===== src/rtl/dmem_arb_pkg.sv =====
// Shared types for the data-RAM arbiter: FSM state encoding and port ids.
package dmem_arb_pkg;

  typedef enum logic [1:0] {
    IDLE = 2'd0,
    OWN0 = 2'd1,
    OWN1 = 2'd2
  } arb_state_t;

  localparam logic PORT_CPU = 1'b0;
  localparam logic PORT_AUX = 1'b1;

endpackage


===== src/rtl/dmem_arbiter.sv =====
// Two-port arbiter for the single-port data RAM: bounded burst tenure,
// round-robin tie break, and read tags routing returned data to its issuer.
module dmem_arbiter
  import dmem_arb_pkg::*;
#(
  parameter int AW        = 8,
  parameter int DW        = 16,
  parameter int MAX_BURST = 4
) (
  input  logic          Clk,
  input  logic          Reset,
  input  logic          Req0,
  input  logic          Req1,
  input  logic          Wr0,
  input  logic          Wr1,
  input  logic [AW-1:0] Addr0,
  input  logic [AW-1:0] Addr1,
  input  logic [DW-1:0] WData0,
  input  logic [DW-1:0] WData1,
  output logic          Gnt0,
  output logic          Gnt1,
  output logic          RValid0,
  output logic          RValid1,
  output logic [DW-1:0] RData,
  output logic [AW-1:0] Mem_Addr,
  output logic          Mem_Wr,
  output logic [DW-1:0] Mem_WData,
  input  logic [DW-1:0] Mem_RData
);

  localparam int CW = $clog2(MAX_BURST + 1);
  localparam logic [CW:0] MAX_B = (CW+1)'(MAX_BURST);

  arb_state_t    state, state_nx;
  logic [CW-1:0] cnt, cnt_nx;
  logic          last, last_nx;
  logic [1:0]    rd_tag;

  logic          own;      // port id of the current owner (valid in OWNx)
  logic          own_req, oth_req;
  logic [CW:0]   cnt_inc;

  always_comb begin
    Gnt0      = (state == OWN0) && Req0;
    Gnt1      = (state == OWN1) && Req1;
    Mem_Addr  = '0;
    Mem_WData = '0;
    if (Gnt0) begin
      Mem_Addr  = Addr0;
      Mem_WData = WData0;
    end else if (Gnt1) begin
      Mem_Addr  = Addr1;
      Mem_WData = WData1;
    end
    Mem_Wr = (Gnt0 & Wr0) | (Gnt1 & Wr1);

    own      = (state == OWN1);
    own_req  = own ? Req1 : Req0;
    oth_req  = own ? Req0 : Req1;
    cnt_inc  = {1'b0, cnt} + (CW+1)'(1);
    state_nx = state;
    cnt_nx   = cnt;
    last_nx  = last;

    case (state)
      IDLE: begin
        cnt_nx = '0;
        // On a tie the port that did not own last wins.
        if (Req0 && (!Req1 || last)) state_nx = OWN0;
        else if (Req1)               state_nx = OWN1;
      end
      OWN0, OWN1: begin
        // A saturated count (long uncontested run) also yields to a waiter.
        if (own_req && !(cnt_inc >= MAX_B && oth_req)) begin
          if (cnt_inc <= MAX_B) cnt_nx = cnt_inc[CW-1:0];
        end else begin
          state_nx = oth_req ? (own ? OWN0 : OWN1) : IDLE;
          cnt_nx   = '0;
          last_nx  = own;
        end
      end
      default: begin
        state_nx = IDLE;
        cnt_nx   = '0;
      end
    endcase
  end

  always_ff @(posedge Clk or negedge Reset) begin
    if (!Reset) begin
      state  <= IDLE;
      cnt    <= '0;
      last   <= PORT_AUX;
      rd_tag <= '0;
    end else begin
      state  <= state_nx;
      cnt    <= cnt_nx;
      last   <= last_nx;
      rd_tag <= {Gnt1 & ~Wr1, Gnt0 & ~Wr0};
    end
  end

  assign RValid0 = rd_tag[0];
  assign RValid1 = rd_tag[1];
  assign RData   = Mem_RData;

endmodule

===== config.mk =====
export PLATFORM = sky130hd
export DESIGN_NAME = dmem_arbiter
export DESIGN_NICKNAME = d
export VERILOG_FILES = /design/src/rtl/dmem_arb_pkg.sv /design/src/rtl/dmem_arbiter.sv
export SDC_FILE = /design/constraint.sdc
export NUM_CORES = 1
export LEC_CHECK = 0
export ABC_CLOCK_PERIOD_IN_PS = 1850
export CORE_MARGIN = 2
export CORE_UTILIZATION = 23
export DETAILED_ROUTE_END_ITERATION = 10
export GPL_ROUTABILITY_DRIVEN = 0
export GPL_TIMING_DRIVEN = 0
export HOLD_SLACK_MARGIN = 0.03
export PLACE_DENSITY = 0.86
export SETUP_SLACK_MARGIN = 0.05
export SYNTH_ARGS = -nofsm -noshare
export SYNTH_HDL_FRONTEND = slang
export SYNTH_SLANG_ARGS = --single-unit

===== constraint.sdc =====
create_clock -name Clk -period 1.85 [get_ports Clk]
set_input_delay 0.4625 -clock Clk [delete_from_list [all_inputs] [get_ports Clk]]
set_output_delay 0.4625 -clock Clk [all_outputs]
set_load 0.05 [all_outputs]

Word level (Yosys, flattened, before mapping)

Cells that the tools add are included.

Flip-flop bits (word level): 8
Bits of input ports: 70

$add $sub $neg: 1
Magnitude comparators: 2
Eq/ne operators: 5
Multiplexer cells: 15
Bitwise gates (word level): 8
Reductions and logical operators: 12

Operator list:

| kind                                                               | number |
|---|---|
| two-way mux 16 bit                                                 | 2 |
| two-way mux 8 bit                                                  | 2 |
| two-way mux 2 bit                                                  | 5 |
| two-way mux 3 bit                                                  | 3 |
| inequality test 3 bit (second input constant)                      | 2 |
| logical AND 1 bit                                                  | 5 |
| adder 3 x 1 -> 4 bit (second input constant)                       | 1 |
| bitwise AND 1 bit                                                  | 4 |
| greater-or-equal comparator 4 x 3 -> 1 bit (second input constant) | 1 |
| less-or-equal comparator 4 x 3 -> 1 bit (second input constant)    | 1 |
| case mux 2 bit (2 select lines)                                    | 1 |
| AND reduction 2 bit                                                | 2 |
| NOT 1 bit                                                          | 3 |
| == test 2 x 1 -> 1 bit (second input constant)                     | 1 |
| == test 2 bit (second input constant)                              | 1 |
| logical NOT 1 bit                                                  | 2 |
| logical NOT 2 bit                                                  | 1 |
| two-way mux 1 bit                                                  | 2 |
| inequality test 2 bit (second input constant)                      | 1 |
| OR reduction 2 bit                                                 | 1 |
| logical OR 1 bit                                                   | 1 |
| bitwise OR 1 bit                                                   | 1 |

Longest topological paths before layout

Depth after elaboration: 7
Gate-level depth with buffers: 7

Least setup slack after synthesis

OpenSTA, ideal clock, no wires.

Kind: register to output
From: register state[1]
To: output Mem_Addr[0]
Arrival time: 1.740 ns
Data required time: 1.387 ns
Setup slack: -0.352 ns
Stages on the path, launching flop included: 7
Cell sequence: dfrtp_1 > inv_1 > ha_1 > and2_1 > buf_2 > buf_2 > a22o_1

Elaborated cells between the ends (all ways): 6
Those cells by class: eq/ne (2); mux (2); reduce/logical (2)

RTL lines:

| what                   | line               | source |
|---|---|---|
| start, declared        | dmem_arbiter.sv:34 | `arb_state_t state, state_nx;` |
| start signal, assigned | dmem_arbiter.sv:96 | `state <= state_nx;` |
| == test 2 x 1 -> 1 bit | dmem_arbiter.sv:44 | `Gnt0 = (state == OWN0) && Req0;` |
| logical AND 1 bit      | dmem_arbiter.sv:44 |  |
| net Gnt0               | dmem_arbiter.sv:20 | `output logic Gnt0,` |
| two-way mux 8 bit      | dmem_arbiter.sv:48 | `if (Gnt0) begin` |
| end, declared          | dmem_arbiter.sv:25 | `output logic [AW-1:0] Mem_Addr,` |

The timed path passes the listed nets, and every way through them passes these cells.

Worst setup path in the final report

From: register state[1]
To: output Mem_WData[10]

Longest elaborated chain between the ends: 4
Elaborated cells between the ends (all ways): 6
Those cells by class: eq/ne (2); mux (2); reduce/logical (2)

Ends and longest elaborated chain:

| what               | line               | source |
|---|---|---|
| == test 2 bit      | -                  |  |
| net own            | dmem_arbiter.sv:39 | `logic own;` |
| logical AND 1 bit  | dmem_arbiter.sv:45 | `Gnt1 = (state == OWN1) && Req1;` |
| two-way mux 16 bit | dmem_arbiter.sv:51 | `end else if (Gnt1) begin` |
| two-way mux 16 bit | dmem_arbiter.sv:48 |  |
| end, declared      | dmem_arbiter.sv:27 | `output logic [DW-1:0] Mem_WData,` |

The timed path passes the listed nets, and every way through them passes these cells.

==> results.json <==
{
  "max_freq_mhz": 458.0,
  "syn_inst": 102,
  "worstPathMaxFanout": 10,
  "clk_latency_ns": 0.22,
  "worst-r2r-cell-count": 8,
  "leakage_nw": 1.258,
  "ys_types": 31,
  "synth_top_flop_cell": "dfrtp_1",
  "crit_path_frequent_cell": "buf_4",
  "netlist_area_um2": 908.4,
  "synth.avg_cell_area_um2": 8.906,
  "htreeDepth": 1,
  "cp_slowest_cell": "dfrtp_1",
  "vias": 1230,
  "die_h_um": 66.85,
  "io_buffers": 98,
  "post-route-drc-count": 0,
  "synth_top_cell_by_area": "a22o_1",
  "gr-usage-all-layers_pct": 16.80,
  "io_pins": 115,
  "maxCapViolCount": 0,
  "grt-ovfl-total": 0,
  "yosys-top-cells-area": "a22o_1 24%, dfrtp_1 19%, buf_4 13%",
  "grt_pass1_wl_mm": 5.692,
  "clockBufferDepth": 2,
  "rsz0062_at_grt": "true",
  "fin_skew_ns": 0.004766,
  "synth-edff-count": 0,
  "syn_nets": 177,
  "tightest_slew_ns": 0.5131,
  "cts_tree": "done",
  "timing.hold.ws_ns": 0.4982,
  "antenna_cells": 0,
  "drt-total-wl_mm": 4.018,
  "grt_pass1_vias": 1252,
  "root_buffer": "clkbuf_8",
  "ys_seq_area_share_pct": 22.18,
  "avgRoutedWirePerCell_um": 15.05,
  "synth_seq_cells": 8,
  "synth.most_common_cell": "a22o_1",
  "synth_warnings": 0,
  "rows": 22,
  "relSlewSlack_pct": 65.74,
  "finalHoldViolCount": 0,
  "worst_ep_arrival_time_ns": 1.72,
  "finalCritPeriodShare_pct": 118.0,
  "path_class": "flop to output pin",
  "cts-buffers-inserted": 3,
  "clk_pin_slew_ns": 0.04,
  "powerDensity_nw_per_um2": 1024,
  "synthTopCellsByCount": "25 x a22o_1, 16 x buf_4, 7 x dfrtp_1, 6 x nand2_1",
  "ys_async_sr_fraction_pct": 100.0,
  "fp.dieW_um": 66.85,
  "setup_violations": 29,
  "die_area_um2": 4468,
  "grt_max_degree": 11,
  "timing.final.crit_period_ns": 2.183,
  "core_um2": 3716,
  "postLayoutCoreUtil_pct": 70.00,
  "antenna_found_initial": 0,
  "slew_violations": 0,
  "synth_top_area_share_pct": 24.10,
  "dpl.hpwl_mm": 3.076,
  "drive_gt1_share_pct": 50.23,
  "first_iter_violations": 29,
  "area_delta_synth_final_pct": 186.4,
  "nNetsFinal": 295,
  "ir_worst_vdd_uv": 617.6,
  "hp-class": "primary input to async pin",
  "cpPeakStageDelay_ns": 0.38,
  "setup_ws_ns": -0.3335,
  "start_util_pct": 24.44,
  "dpl_worst_slack_ns": -1.268,
  "startpoint_type": "flop",
  "drt-pass1-iter-count": 4,
  "ant_nets": 0,
  "path_cells": "buf_4 > ha_4 > nand2_4 > nor2_4 > buf_4 > buf_12 > a22o_4 > buf_8",
  "crit_path_end_kind": "output pin",
  "via_per_inst": 4.607,
  "outcome": "finished with violations",
  "required_ns": 1.39,
  "clock-sinks": 8,
  "violations": "setup timing"
}
-- per-stage QoR --
step                setup TNS (ns)  std cells  power, mW  instance area (um2)
floorplan                        0        102      1.477                 1139
global placement            -33.25        248      1.961                 2180
detailed placement          -33.01        248      1.979                 2180
CTS                         -8.240        262      2.537                 2499
global route                -9.146        267      2.782                 2601
finish                      -7.556        267      2.663                 2601
-- final cells by class --
class                      count  area [um2]
sequential                     8       202.7
inverter                       5       22.52
clock buffer                   4       45.04
fill                         272        1115
multi-input combinational     68       800.8
timing repair buffer         114        1287
tap                           48       60.06
buffer                        20       182.7
-- per-layer routing --
layer  part of all wire, %  wire length [um]  up-vias  track usage [%]
met1                    34              1357      570            18.02
met4                  0.62                25        0            4.592
li1                      -                 -      603                -
met2                    57              2276       55            32.38
met3                   9.0               360        2            3.885
met5                     0                 0        -                0
-- final timing paths --
kind / from / to / slack (ns)
setup / recovery: state[1] / Mem_WData[10] / -0.33
hold reg to reg: cnt[0] / cnt[0] / 0.56
min in group Clk: cnt[0] / cnt[0] / 0.56
setup reg to reg: state[1] / state[0] / -0.13
hold / removal: Reset / rd_tag[0] / 0.50
max in group asynchronous: Reset / last / 1.06
-- layout by cell type (no fill, tap or decap), types with 2 or more instances in the layout --
cell,count
ha_1,3
buf_8,25
inv_1,2
dlymetal6s2s_1,8
clkbuf_8,3
buf_12,4
dlygate4sd2_1,3
a21oi_1,4
a22o_4,24
buf_6,3
ha_4,2
nor2_1,4
nand2_1,5
nand2b_1,4
buf_4,30
clkdlybuf4s50_1,59
inv_2,2
dfrtp_1,6
-- state kept, by name, indices dropped and copies added (netlist names) --
signal / cells
last: 1
cnt: 3
rd_tag: 2
state: 2
-- cell families (layout without fill, tap and decap cells) --
logic type / after synthesis / count (layout) / share of synthesized area [%]
AOI/OAI and AO/OA: 41 / 41 / 38.71
buffers and inverters: 26 / 143 / 18.04
and+or+nand+nor: 20 / 20 / 11.85
DFF: 8 / 8 / 22.18
adders and majority gates: 5 / 5 / 6.887
muxes: 2 / 2 / 2.342
-- what timing repair did --
item	in CTS	in global routing
buffers inserted	9	6
pin swaps	2	6
gates cloned	1	0
hold buffers	0	0
setup endpoints to repair	30	36
resized for setup	227	20
-- where the power goes --
part           internal, mW  total (mW)  switching (mW)  leakage [nW]
combinational          1.08        2.19            1.11          1.13
sequential            0.222       0.263          0.0405         0.103
clock                 0.149       0.210          0.0616        0.0228
-- worst max-delay path, delay by kind of cell, from the launching register on --
family | cells | cell delay, ns
simple gates | 2 | 0.14
flops | 1 | 0.38
buf+inv | 4 | 0.58
fa+ha+maj | 1 | 0.17
compound gates | 1 | 0.22
Note: power is estimated with default switching activity, not from simulation.
